## config.mk

```make
export PLATFORM = sky130hd
export DESIGN_NAME = step_clock_gen
export DESIGN_NICKNAME = d
export VERILOG_FILES = /design/src/rtl/step_clock_gen.sv
export SDC_FILE = /design/constraint.sdc
export NUM_CORES = 1
export LEC_CHECK = 0
export ABC_AREA = 1
export CAP_MARGIN = 20
export CELL_PAD_IN_SITES_DETAIL_PLACEMENT = 1
export CELL_PAD_IN_SITES_GLOBAL_PLACEMENT = 2
export CORE_ASPECT_RATIO = 1.25
export CORE_MARGIN = 2
export CORE_UTILIZATION = 33
export DETAILED_ROUTE_END_ITERATION = 12
export GPL_TIMING_DRIVEN = 0
export PLACE_DENSITY_LB_ADDON = 0.3
export SLEW_MARGIN = 20
export SYNTH_ARGS = -nofsm -noshare
export SYNTH_HDL_FRONTEND = slang
export SYNTH_SLANG_ARGS = --single-unit
```

## constraint.sdc

```tcl
create_clock -name CLOCK_50 -period 5.8 [get_ports CLOCK_50]
set_input_delay 0.87 -clock CLOCK_50 [delete_from_list [all_inputs] [get_ports CLOCK_50]]
set_output_delay 0.87 -clock CLOCK_50 [all_outputs]
set_load 0.02 [all_outputs]
```

## src/rtl/step_clock_gen.sv

```systemverilog
// Step/tempo generator: divides CLOCK_50 by a programmable period into step
// ticks and walks a step index 0..last_step in loop or one-shot mode.
//
// state  | meaning
// -------+---------------------------------------------------------------
// S_IDLE | not sequencing (after reset or stop); counters hold
// S_RUN  | sequencing; divider counts unless pause is high
// S_DONE | one-shot pass finished; sticky until start or reset
module step_clock_gen #(
   parameter int WIDTH     = 32,
   parameter int STEP_BITS = 4
) (
   input  logic                 CLOCK_50,
   input  logic                 reset,
   input  logic                 start,
   input  logic                 stop,
   input  logic                 pause,
   input  logic                 one_shot,
   input  logic [WIDTH-1:0]     period,
   input  logic [STEP_BITS-1:0] last_step,
   output logic [STEP_BITS-1:0] step,
   output logic                 tick,
   output logic                 wrap,
   output logic                 running,
   output logic                 done,
   output logic [WIDTH-1:0]     bar_count
);

   typedef enum logic [1:0] {S_IDLE, S_RUN, S_DONE} state_t;

   state_t               state, state_n;
   logic [WIDTH-1:0]     divider, divider_n;
   logic [WIDTH-1:0]     bar_n;
   logic [WIDTH-1:0]     limit;
   logic [STEP_BITS-1:0] step_n;
   logic                 tick_n, wrap_n;
   logic                 mode, mode_n;

   // running/done come straight from the state register, so they stay registered
   assign running = (state == S_RUN);
   assign done    = (state == S_DONE);

   // Terminal divider value; a period of 0 behaves like 1
   assign limit = (period == '0) ? '0 : period - WIDTH'(1);

   // State and counter registers
   always_ff @(posedge CLOCK_50 or posedge reset) begin
      if (reset) begin
         state     <= S_IDLE;
         divider   <= '0;
         step      <= '0;
         tick      <= 1'b0;
         wrap      <= 1'b0;
         bar_count <= '0;
         mode      <= 1'b0;
      end else begin
         state     <= state_n;
         divider   <= divider_n;
         step      <= step_n;
         tick      <= tick_n;
         wrap      <= wrap_n;
         bar_count <= bar_n;
         mode      <= mode_n;
      end
   end

   // Next-state logic: stop beats start, start beats counting
   always_comb begin
      state_n   = state;
      divider_n = divider;
      step_n    = step;
      tick_n    = 1'b0;
      wrap_n    = 1'b0;
      bar_n     = bar_count;
      mode_n    = mode;

      if (stop) begin
         // done stays sticky across stop; only start or reset clears it
         state_n   = (state == S_DONE) ? S_DONE : S_IDLE;
         divider_n = '0;
      end else if (start) begin
         state_n   = S_RUN;
         divider_n = '0;
         step_n    = '0;
         bar_n     = '0;
         tick_n    = 1'b1;
         mode_n    = one_shot;
      end else if (state == S_RUN && !pause) begin
         // >= so a period or last_step lowered mid-run cannot overrun
         if (divider >= limit) begin
            divider_n = '0;
            if (step < last_step) begin
               step_n = step + STEP_BITS'(1);
               tick_n = 1'b1;
            end else if (!mode) begin
               step_n = '0;
               tick_n = 1'b1;
               wrap_n = 1'b1;
               if (bar_count != '1)
                  bar_n = bar_count + WIDTH'(1);
            end else begin
               state_n = S_DONE;
            end
         end else begin
            divider_n = divider + WIDTH'(1);
         end
      end
   end

endmodule
```

* Word-level counts from Yosys, hierarchy flattened
Cells that the tools add are included.
** Storage, ports and cells
- Register bits :: 73
- Input port bits :: 42
- Output and inout bits :: 40
** Operators by class
- Add/subtract/negate cells :: 4
- Order comparisons :: 2
- Eq/ne operators :: 7
- Multiplexer cells :: 34
- Bitwise operators :: 1
- Reductions and logical operators :: 13
** Operators by type and width (number)
- two-way mux 32 bit :: 11
- adder 32 x 1 -> 32 bit (second input constant) :: 2
- >= comparator 32 bit :: 1
- zero test 32 bit :: 1
- inequality test 32 bit (second input constant) :: 1
- subtractor 32 x 1 -> 32 bit (second input constant) :: 1
- two-way mux 4 bit :: 5
- two-way mux 2 bit :: 7
- two-way mux 1 bit :: 11
- nonzero test 3 bit :: 3
- AND reduction 4 bit :: 2
- AND reduction 6 bit :: 1
- nonzero test 2 bit :: 3
- adder 4 x 1 -> 4 bit (second input constant) :: 1
- less-than comparator 4 bit :: 1
- inequality test 2 bit (second input constant) :: 2
- inequality test 3 x 2 -> 1 bit (second input constant) :: 1
- inequality test 3 bit (second input constant) :: 1
- == test 2 x 1 -> 1 bit (second input constant) :: 1
- == test 2 bit (second input constant) :: 1
- AND reduction 2 bit :: 1
- logical AND 1 bit :: 1
- zero test 1 bit :: 1
- inverter 1 bit :: 1

* Longest topological paths before layout
- Depth in word-level cells :: 7
- Depth in mapped cells :: 25
- Depth with buffers taken out :: 23

* Worst setup path after synthesis
No wires, ideal clock.
- Kind :: input-to-reg
- Start point :: input period[0]
- End point :: register bar_count[18]
- Setup time :: 66 ps
- Data arrival time :: 3409 ps
- Required time :: 5734 ps
- Path slack :: 2325 ps
- Cell stages on the path :: 19
- Buffers on the path :: 2
- Cell sequence :: inv_1 -> ha_1 -> nand2_1 -> nor2_4 -> nand3_1 -> nor3_2 -> a21oi_1 -> nand3b_1 -> ha_1 -> nand2_1 -> nor2_1 -> nand4_1 -> a21oi_1 -> nor2_1 -> nand3_1 -> buf_4 -> buf_2 -> nand4_1 -> nand2_1
** On the way
- Longest elaborated chain between the ends :: 5
- Elaborated cells between the ends (all ways) :: 6
- Classes of those cells :: 1 x add/sub; 1 x order compare; 1 x mux; 3 x reduce/logical
** RTL lines
- start, declared :: RTL line 19 : input logic [WIDTH-1:0] period,
- subtractor 32 x 1 -> 32 bit / zero test 32 bit (equally long branches) :: RTL line 44 : assign limit = (period == '0) ? '0 : period - WIDTH'(1);
- two-way mux 32 bit * :: RTL line 44
- >= comparator 32 bit * :: RTL line 90 : if (divider >= limit) begin
- nonzero test 2 bit (no line) *
- AND reduction 6 bit (no line) *
- end signal, assigned :: RTL line 62 : bar_count <= bar_n;
- end, declared :: RTL line 26 : output logic [WIDTH-1:0] bar_count
Mark *: on every way between the ends. The rest lies on a longest branch, timed or not.
A chain may end at the register's enable or synchronous reset.

* Worst setup path in the final report
- Start point :: input period[3]
- End point :: register bar_count[23]
The elaborated chain is that of the path after synthesis.

==> run metrics <==
drt total wl 20200 µm; clk root buf clkbuf_16; Seq pwr share 40.0%; H-tree depth reported by CTS 3; Routability Congestion 0.819; Slew Limit Headroom 55.0%; largest net degree at the start of global routing 44; commonest non-fill, non-tap cell in the layout nand2_1; area leader, netlist dfrtp_1; XOR/XNOR share of the synthesized area 4.82%; antenna cells 0; initial antenna violation count 0; Gate Count Post-Synth 965; worst-case reg-to-reg path depth 11; syn nets 1047; Compound-Gate Fraction of Synth Area 5.98%; maximum vdd drop 126 µV; Hold EP bar_count[1]$_DFFE_PP0P_; die area 0.0204 mm²; synthesis-to-finish area growth 22.4%; Worst Hold Class reg -> reg; port bufs 81; Final Cycle Share 75.2%; vias 6547; status finished clean; Hold Path Origin bar_count[1]$_DFFE_PP0P_; Global Route Usage Sum 20.2%; antenna viol nets, final 0; Num CTS Buffers 9; mux contribution to synthesized area 0%; Max Cap Viol 0; Initial Utilization 33.7%; Hold Path Stages 2; power density over cell area 174 mW/mm²; most frequent cells in the layout nand2_1 (278), nor2_1 (156), inv_1 (97), clkdlybuf4s50_1 (81), dfrtp_1 (73); Finished Cell Area 0.00779 mm²; simple-gate share of the synthesized area 44.6%; # fillers 2436; Mean Syn Cell Area 6.59 µm²; drt first pass iters 4; Wirelength per Cell 15.6 µm; die extent in x 128 µm; required time worst endpoint 6080 ps; largest family of logic cells by synthesized area simple AND/OR/NAND/NOR gates; vias in the first global route 6804; Final Skew 6.66 ps; Register-to-Register Setup Slack 3500 ps; gr ovfl total 0; area of the core 0.0188 mm²; combinational share of power 17.7%; worst-margin pin slew 676 ps; sequential share of the synthesized area 28.7%; fin nets 1140; synth top area cells dfrtp_1 (29%), nand2_1 (16%), nor2_1 (9.2%); minimum clock period 4360 ps; Setup-failing EPs final 0; first-pass GRT wire length 33200 µm; clock latency at the later pin of the worst-skew pair 340 ps; drt drc 0; Synth cell types 44; Lkg Pwr 3.55 nW; Post-Syn Area 0.00636 mm²; Placed Area 0.00749 mm²; CTS tree yes; TNS Setup 0 ps; CP Launch Type input pin; Rows 56; footprint of the multi-input gates 0.00402 mm²; register area 0.00183 mm²; post-DP HPWL 16000 µm; number of gates resized after cts 0; Ys Warns 0; critical path fanouts, max 10; CP Capture Type register; FMAX 0.229 GHz; post-DR vias/cell 5.06; hold buffer count at CTS 0; 1st-iter DRT viols 207; area share of the largest cell type after synthesis 28.7%; Switching Fraction 28.8%; CTS sink cnt 73; Slew Limit Fails 0; Worst-path clk slew 60 ps; internal power 0.000963 W; number of synthesized register bits 73; Hold Fails Final Rpt 0; Max Root-Sink Buffers 2; setup bufs post-CTS 0; Setup CP Type in -> reg; post-synthesis adder-cell area fraction 7.87%; Die Ht 159 µm; layout cells sized above 1 7.53%; Worst R2R End bar_count[17]$_DFFE_PP0P_; clock group share of total power 42.3%; Switch Pwr 0.000389 W; reg-to-reg startpoint divider[29]$_DFFE_PP0N_; CP arrival 4640 ps; RSZ-0062 raised after global routing no; IO Pins 82
==> layout make-up <==
| type | instances | share of cell area, % |
|---|---|---|
| timing repair buffer | 82 | 10.8 |
| inverter | 102 | 4.95 |
| tap | 232 | 3.73 |
| buffer | 22 | 1.65 |
| sequential | 73 | 23.5 |
| clock buffer | 11 | 3.12 |
| clock inverter | 4 | 0.691 |
| multi-input combinational | 768 | 51.6 |
==> synthesized netlist by cell type (all sizes together) <==
cell type / n
dfrtp: 73
clkbuf: 6
a21boi: 1
nand2: 281
and2: 1
xor2: 22
o21ai: 20
nand4: 55
a31o: 4
and3: 2
o31ai: 1
nor3b: 2
nand3b: 4
or2: 13
nor3: 22
a31oi: 1
ha: 40
o22ai: 1
nor4: 2
a21oi: 33
nand3: 70
inv: 102
o211ai: 1
buf: 16
nor2: 173
o21a: 4
xnor2: 13
o21bai: 2
==> logic make-up (layout without fill, tap and decap cells) <==
group	after synthesis	in the layout
AO/OA/AOI/OAI	68	68
XOR/XNOR	35	35
adder cells (fa/ha/maj)	40	40
buffers and inverters	124	221
flip-flops	73	73
AND/OR/NAND/NOR	625	625
==> power by group through the flow <==
stage          Sequential [W]  Combinational (W)  Clock (W)
3_5_place_dp         0.000550           0.000243          0
5_1_grt              0.000543           0.000269   0.000606
2_1_floorplan        0.000560           0.000122          0
6_report             0.000541           0.000239   0.000572
4_1_cts              0.000541           0.000245   0.000582
3_3_place_gp         0.000550           0.000238          0
==> worst max-delay path by stage <==
| stage | startpoint | to | slack, ps |
|---|---|---|---|
| floorplan | period[0] | bar_count[18]$_DFFE_PP0P_ | 2330 |
| global placement | period[3] | bar_count[24]$_DFFE_PP0P_ | 1010 |
| detailed placement | period[3] | bar_count[25]$_DFFE_PP0P_ | 960 |
| CTS | period[3] | bar_count[17]$_DFFE_PP0P_ | 1310 |
| global route | period[0] | bar_count[24]$_DFFE_PP0P_ | 1010 |
| finish | period[3] | bar_count[23]$_DFFE_PP0P_ | 1440 |
==> worst max-delay path, cell delays in order <==
cell             delay [ps]
clkdlybuf4s50_1         480
nor2_1                  230
nand2_1                 210
nor2_4                  240
nand3_1                 190
nor3_2                  360
a21oi_1                 110
nand3b_1                200
ha_1                    310
nand2_1                  60
nor2_1                  150
nand4_1                 150
a21oi_1                 150
nor2_1                  100
nand3_1                 150
buf_4                   200
buf_2                   250
nand4_1                 110
nand2_1                 100
==> registers in the layout (all words and copies together) (netlist names) <==
register / count
tick: 1
step: 4
bar_count: 32
divider: 32
mode: 1
wrap: 1
state: 2
==> per-layer routing <==
metal / part of all wire, % / GRT usage (%) / vias to the layer above / wire length [µm]
met2: 53 / 38.3 / 104 / 10700
li1: - / - / 3325 / -
met1: 42 / 23.3 / 3091 / 8590
met4: 2.1 / 6.84 / 0 / 427
met5: 0 / 0 / - / 0
met3: 2.6 / 1.92 / 27 / 529
==> through the flow <==
| stage | power, W | hold slack, ps | utilization, % | worst slack (ps) | cells |
|---|---|---|---|---|---|
| finish | 0.00135 | 545 | 41.3 | 1440 | 1294 |
| global route | 0.00142 | 566 | 41.3 | 1010 | 1294 |
| CTS | 0.00137 | 552 | 41.3 | 1310 | 1294 |
| detailed placement | 0.000793 | 537 | 39.8 | 963 | 1279 |
| global placement | 0.000787 | 523 | 39.6 | 1010 | 1278 |
| floorplan | 0.000682 | 496 | - | 2330 | 965 |
No activity file was read; power rests on OpenSTA's default activity.
